`src/rtl/e42_ser.sv`:
```
// Serializing 4-to-2 encoder: emits the index of each set bit of a captured
// word, highest first, over a valid/ready stream (feeds a 2x4 decoder).
//
// state | meaning
// IDLE  | waiting for a word; in_ready follows e
// BUSY  | emitting codes for the bits remaining in pend_q
module e42_ser (
    input  logic       clk,
    input  logic       rst,
    input  logic       e,
    input  logic [3:0] d,
    input  logic       in_valid,
    output logic       in_ready,
    output logic [1:0] a,
    output logic       out_valid,
    input  logic       out_ready,
    output logic       last,
    output logic [2:0] count,
    output logic       empty
);

    typedef enum logic {
        IDLE = 1'b0,
        BUSY = 1'b1
    } state_t;

    function automatic logic [2:0] pop4(input logic [3:0] w);
        return {2'b00, w[0]} + {2'b00, w[1]} + {2'b00, w[2]} + {2'b00, w[3]};
    endfunction

    function automatic logic [1:0] hi_idx(input logic [3:0] w);
        if (w[3])      return 2'd3;
        else if (w[2]) return 2'd2;
        else if (w[1]) return 2'd1;
        else           return 2'd0;
    endfunction

    state_t     state_q, state_d;
    logic [3:0] pend_q, pend_d;
    logic [1:0] a_q, a_d;
    logic       out_valid_q, out_valid_d;
    logic       last_q, last_d;
    logic [2:0] count_q, count_d;
    logic       empty_q, empty_d;

    logic       accept;
    logic [3:0] pend_rem;

    assign in_ready = e & (state_q == IDLE) & ~rst;
    assign accept   = in_valid & in_ready;
    // Word left once the code currently presented is consumed
    assign pend_rem = pend_q & ~(4'b0001 << a_q);

    always_comb begin
        state_d     = state_q;
        pend_d      = pend_q;
        a_d         = a_q;
        out_valid_d = out_valid_q;
        last_d      = last_q;
        count_d     = count_q;
        empty_d     = 1'b0;
        case (state_q)
            IDLE: begin
                if (accept) begin
                    if (d == 4'b0000) begin
                        empty_d = 1'b1;
                        count_d = 3'd0;
                    end else begin
                        pend_d      = d;
                        count_d     = pop4(d);
                        a_d         = hi_idx(d);
                        last_d      = (pop4(d) == 3'd1);
                        out_valid_d = 1'b1;
                        state_d     = BUSY;
                    end
                end
            end
            BUSY: begin
                if (out_valid_q && out_ready) begin
                    pend_d = pend_rem;
                    if (last_q) begin
                        out_valid_d = 1'b0;
                        last_d      = 1'b0;
                        state_d     = IDLE;
                    end else begin
                        a_d    = hi_idx(pend_rem);
                        last_d = (pop4(pend_rem) == 3'd1);
                    end
                end
            end
            default: state_d = IDLE;
        endcase
    end

    always_ff @(posedge clk) begin
        if (rst) begin
            state_q     <= IDLE;
            pend_q      <= 4'b0000;
            a_q         <= 2'b00;
            out_valid_q <= 1'b0;
            last_q      <= 1'b0;
            count_q     <= 3'd0;
            empty_q     <= 1'b0;
        end else begin
            state_q     <= state_d;
            pend_q      <= pend_d;
            a_q         <= a_d;
            out_valid_q <= out_valid_d;
            last_q      <= last_d;
            count_q     <= count_d;
            empty_q     <= empty_d;
        end
    end

    assign a         = a_q;
    assign out_valid = out_valid_q;
    assign last      = last_q;
    assign count     = count_q;
    assign empty     = empty_q;

endmodule

```
`config.mk`:
```
export PLATFORM = sky130hd
export DESIGN_NAME = e42_ser
export DESIGN_NICKNAME = d
export VERILOG_FILES = /design/src/rtl/e42_ser.sv
export SDC_FILE = /design/constraint.sdc
export NUM_CORES = 1
export LEC_CHECK = 0
export CORE_AREA = 8 8 48 50
export CTS_BUF_LIST = sky130_fd_sc_hd__clkbuf_4 sky130_fd_sc_hd__clkbuf_8 sky130_fd_sc_hd__clkbuf_16
export DETAILED_ROUTE_END_ITERATION = 8
export DIE_AREA = 0 0 56 58
export PLACE_DENSITY_LB_ADDON = 0.12
export SLEW_MARGIN = 40
export SYNTH_ARGS = -nofsm -noshare
export SYNTH_HDL_FRONTEND = slang
export SYNTH_SLANG_ARGS = --single-unit
```
`constraint.sdc`:
```
create_clock -name clk -period 3.95 [get_ports clk]
set_clock_uncertainty 0.1 [all_clocks]
set_input_delay 0.79 -clock clk [delete_from_list [all_inputs] [get_ports clk]]
set_output_delay 0.79 -clock clk [all_outputs]
set_load 0.02 [all_outputs]
```
==> impl_metrics.ini <==
[run_status]
status = finished clean

[power_and_ir_drop]
p_seq_share_pct = 49.1
p_int_w = 0.000215
max-vdd-ir-drop_mv = 0.276
p_clk_share_pct = 29.8
p_per_area_mw_per_mm2 = 312
cellLeakagePower_nw = 0.364
switching_share_pct = 26.8
power.share.combinational_pct = 21.2
p_sw_w = 0.0000789

[finish]
final_area_um2 = 942
diodes = 0
syn_to_final_growth_pct = 29.6
drive_above_1_share_pct = 8.25
final_cell_count_no_fill = 114
nFillCells = 159
fin_util_pct = 58.4
finalNetCount = 114

[place]
place.gp.congestion = 0.703
dp_cells = 110
dp_hpwl_um = 1200
postPlaceCellArea_um2 = 912
port_buffers = 17

[logic_synthesis]
syn-instance-count = 78
synth_top_cell_by_area = dfxtp_1
ys_top_cells_by_count = 13 x dfxtp_1, 13 x nor2_1, 7 x inv_1
ys_async_sr_fraction_pct = 0
ys_seq_area_share_pct = 35.8
syn_avg_cell_area_um2 = 9.32
yosys-top-cells-area = dfxtp_1 36%, ha_1 8.6%, nor2_1 6.7%
synth_warnings = 0
synth-seq-cells = 13
syn_nets = 94
synth_top_cell_area_share_pct = 35.8
ys_types = 26
syn_area_um2 = 727
ys.flop_type = dfxtp_1
synth_edf_count = 0

[clock_tree]
clk_path_buf_depth = 2
htreeDepth = 1
clkSinkCount = 13
cts_tree = yes
cts.clk_slew.worst_paths_ps = 70
holdBufCountCts = 0
cts_buffers = 3
post_cts_resize_count = 0
root_buffer = clkbuf_4
clock_latency_ps = 270
cts_setup_buffers = 0

[routing]
finalWirelength_um = 1500
first_pass_iters = 4
ant_nets = 0
vias = 618
drc = 0
drtIter0Drc = 15
wire_per_inst_um = 13.2
viasPerCell = 5.42

[hold_path]
hold_end = pend_q[1]$_SDFFE_PP0P_
hold_depth = 2
hold_start = pend_q[1]$_SDFFE_PP0P_
min_path_type = reg -> reg

[critical_path]
endpoint_kind = primary output
cp.buffers_inverters = 3
crit_type = in -> out
crit_family = buffers and inverters
slowest_delay_ps = 630
cp.arrival_ps = 2180
cp-start-kind = input pin
ff2ff_path_depth = 8
required_ps = 3060
r2r_start = a[1]$_SDFFE_PP0P_
crit_top_cell = clkdlybuf4s50_1
crit_slowest_cell = clkdlybuf4s50_1
reg2reg_to = last$_SDFFE_PP0P_
reg2reg_setup_slack_ps = 1300
crit_chain = clkdlybuf4s50_1, buf_4, nor3b_1, clkdlybuf4s50_1
path_max_fanout = 14

[sta]
min_period_ps = 3070
fmax_mhz = 326
timing.hold.ws_ps = 403
period_share_pct = 77.7
tightest_slew_ps = 520
setup_tns_ps = 0
maxSlewHeadroom_pct = 65.3
final-setup-viol-count = 0
rsz0062_at_grt = false
slew_violations = 0
finalHoldViolCount = 0

[run]
cap_viol_max_count = 0

[grt]
grt_usage_pct = 9.72
grt_max_degree = 15
overflow = 0
grt_pass1_vias = 616
grt_pass1_wl_um = 2590
antenna_found_initial = 0

[floorplanning]
core_mm2 = 0.00161
num_io_pins = 18
start_util_pct = 45.0
chipHeight_um = 58
die_area_mm2 = 0.00325
rows = 15
dieWidth_um = 56
==> tightest hold or removal path, cell delays in order, from the launching register on <==
cell	delay (ps)
dfxtp_1	310
nor2_1	90
a211oi_1	50
==> kinds of logic (layout without fill, tap and decap cells) <==
kind of cell	after synthesis	in the layout	share of synthesized area, %
AOI/OAI and AO/OA	19	19	20.7
DFF	13	13	35.8
adders and majority gates	7	7	14.1
muxes	4	4	5.51
buffers and inverters	10	29	5.51
and+or+nand+nor	25	25	18.4
==> area by class of cell <==
class	instances	area (um2)	share of cell area, %
Multi-Input combinational cell	55	427	45.3
Tap cell	17	21.3	2.26
Timing Repair Buffer	18	178	18.9
Inverter	7	26.3	2.79
Sequential cell	13	260	27.6
Clock buffer	4	30.0	3.19
==> worst max-delay path by stage <==
stage                   endpoint              start  cells past startpoint
6_report                in_ready                rst                      4
5_1_grt                 in_ready                rst                      4
4_1_cts                 in_ready                rst                      4
3_5_place_dp   last$_SDFFE_PP0P_               d[0]                      9
3_3_place_gp   last$_SDFFE_PP0P_               d[0]                      9
2_1_floorplan  last$_SDFFE_PP0P_  a[1]$_SDFFE_PP0P_                      8
==> through the flow <==
stage               total power (W)  worst slack [ps]
floorplan                  0.000184              1390
detailed placement         0.000210               762
global placement           0.000209               819
global route               0.000313               822
CTS                        0.000299               862
finish                     0.000294               882
==> registers in the layout, indices dropped and copies added, names as in the netlist <==
name       cells
last           1
count          3
out_valid      1
a              2
empty          1
state_q        1
pend_q         4
==> power by group through the flow <==
stage                     combinational (W)  sequential, W   clock, W
after floorplan                   0.0000358       0.000149          0
after global placement            0.0000620       0.000147          0
after detailed placement          0.0000626       0.000147          0
after CTS                         0.0000631       0.000144  0.0000918
after global routing              0.0000696       0.000145  0.0000977
final                             0.0000622       0.000144  0.0000874
==> cell usage in the layout, fill, tap and decap left out, drive strengths merged <==
master / Yosys / layout
o21ai: 1 / 1
fa: 2 / 2
nand4bb: 1 / 1
a311oi: 2 / 2
a22oi: 3 / 3
buf: 2 / 1
clkdlybuf4s50: 0 / 17
nor3: 1 / 1
nand2: 1 / 1
mux2i: 4 / 4
a21oi: 3 / 3
a211oi: 5 / 5
nor3b: 2 / 2
nand3: 3 / 3
clkbuf: 1 / 4
nor2: 13 / 13
ha: 5 / 5
nor2b: 1 / 1
a21boi: 2 / 2
inv: 7 / 7
nand2b: 1 / 1
o21a: 1 / 1
o22ai: 1 / 1
dfxtp: 13 / 13
nor4b: 2 / 2
a31oi: 1 / 1
==> routing by layer <==
layer	global-route usage, %	wire length [um]	vias up
met1	9.70	644	287
li1	-	-	318
met4	4.47	18	0
met2	17.1	765	11
met5	0	0	-
met3	4.15	73	2
Power figures use the tool's default switching activity.
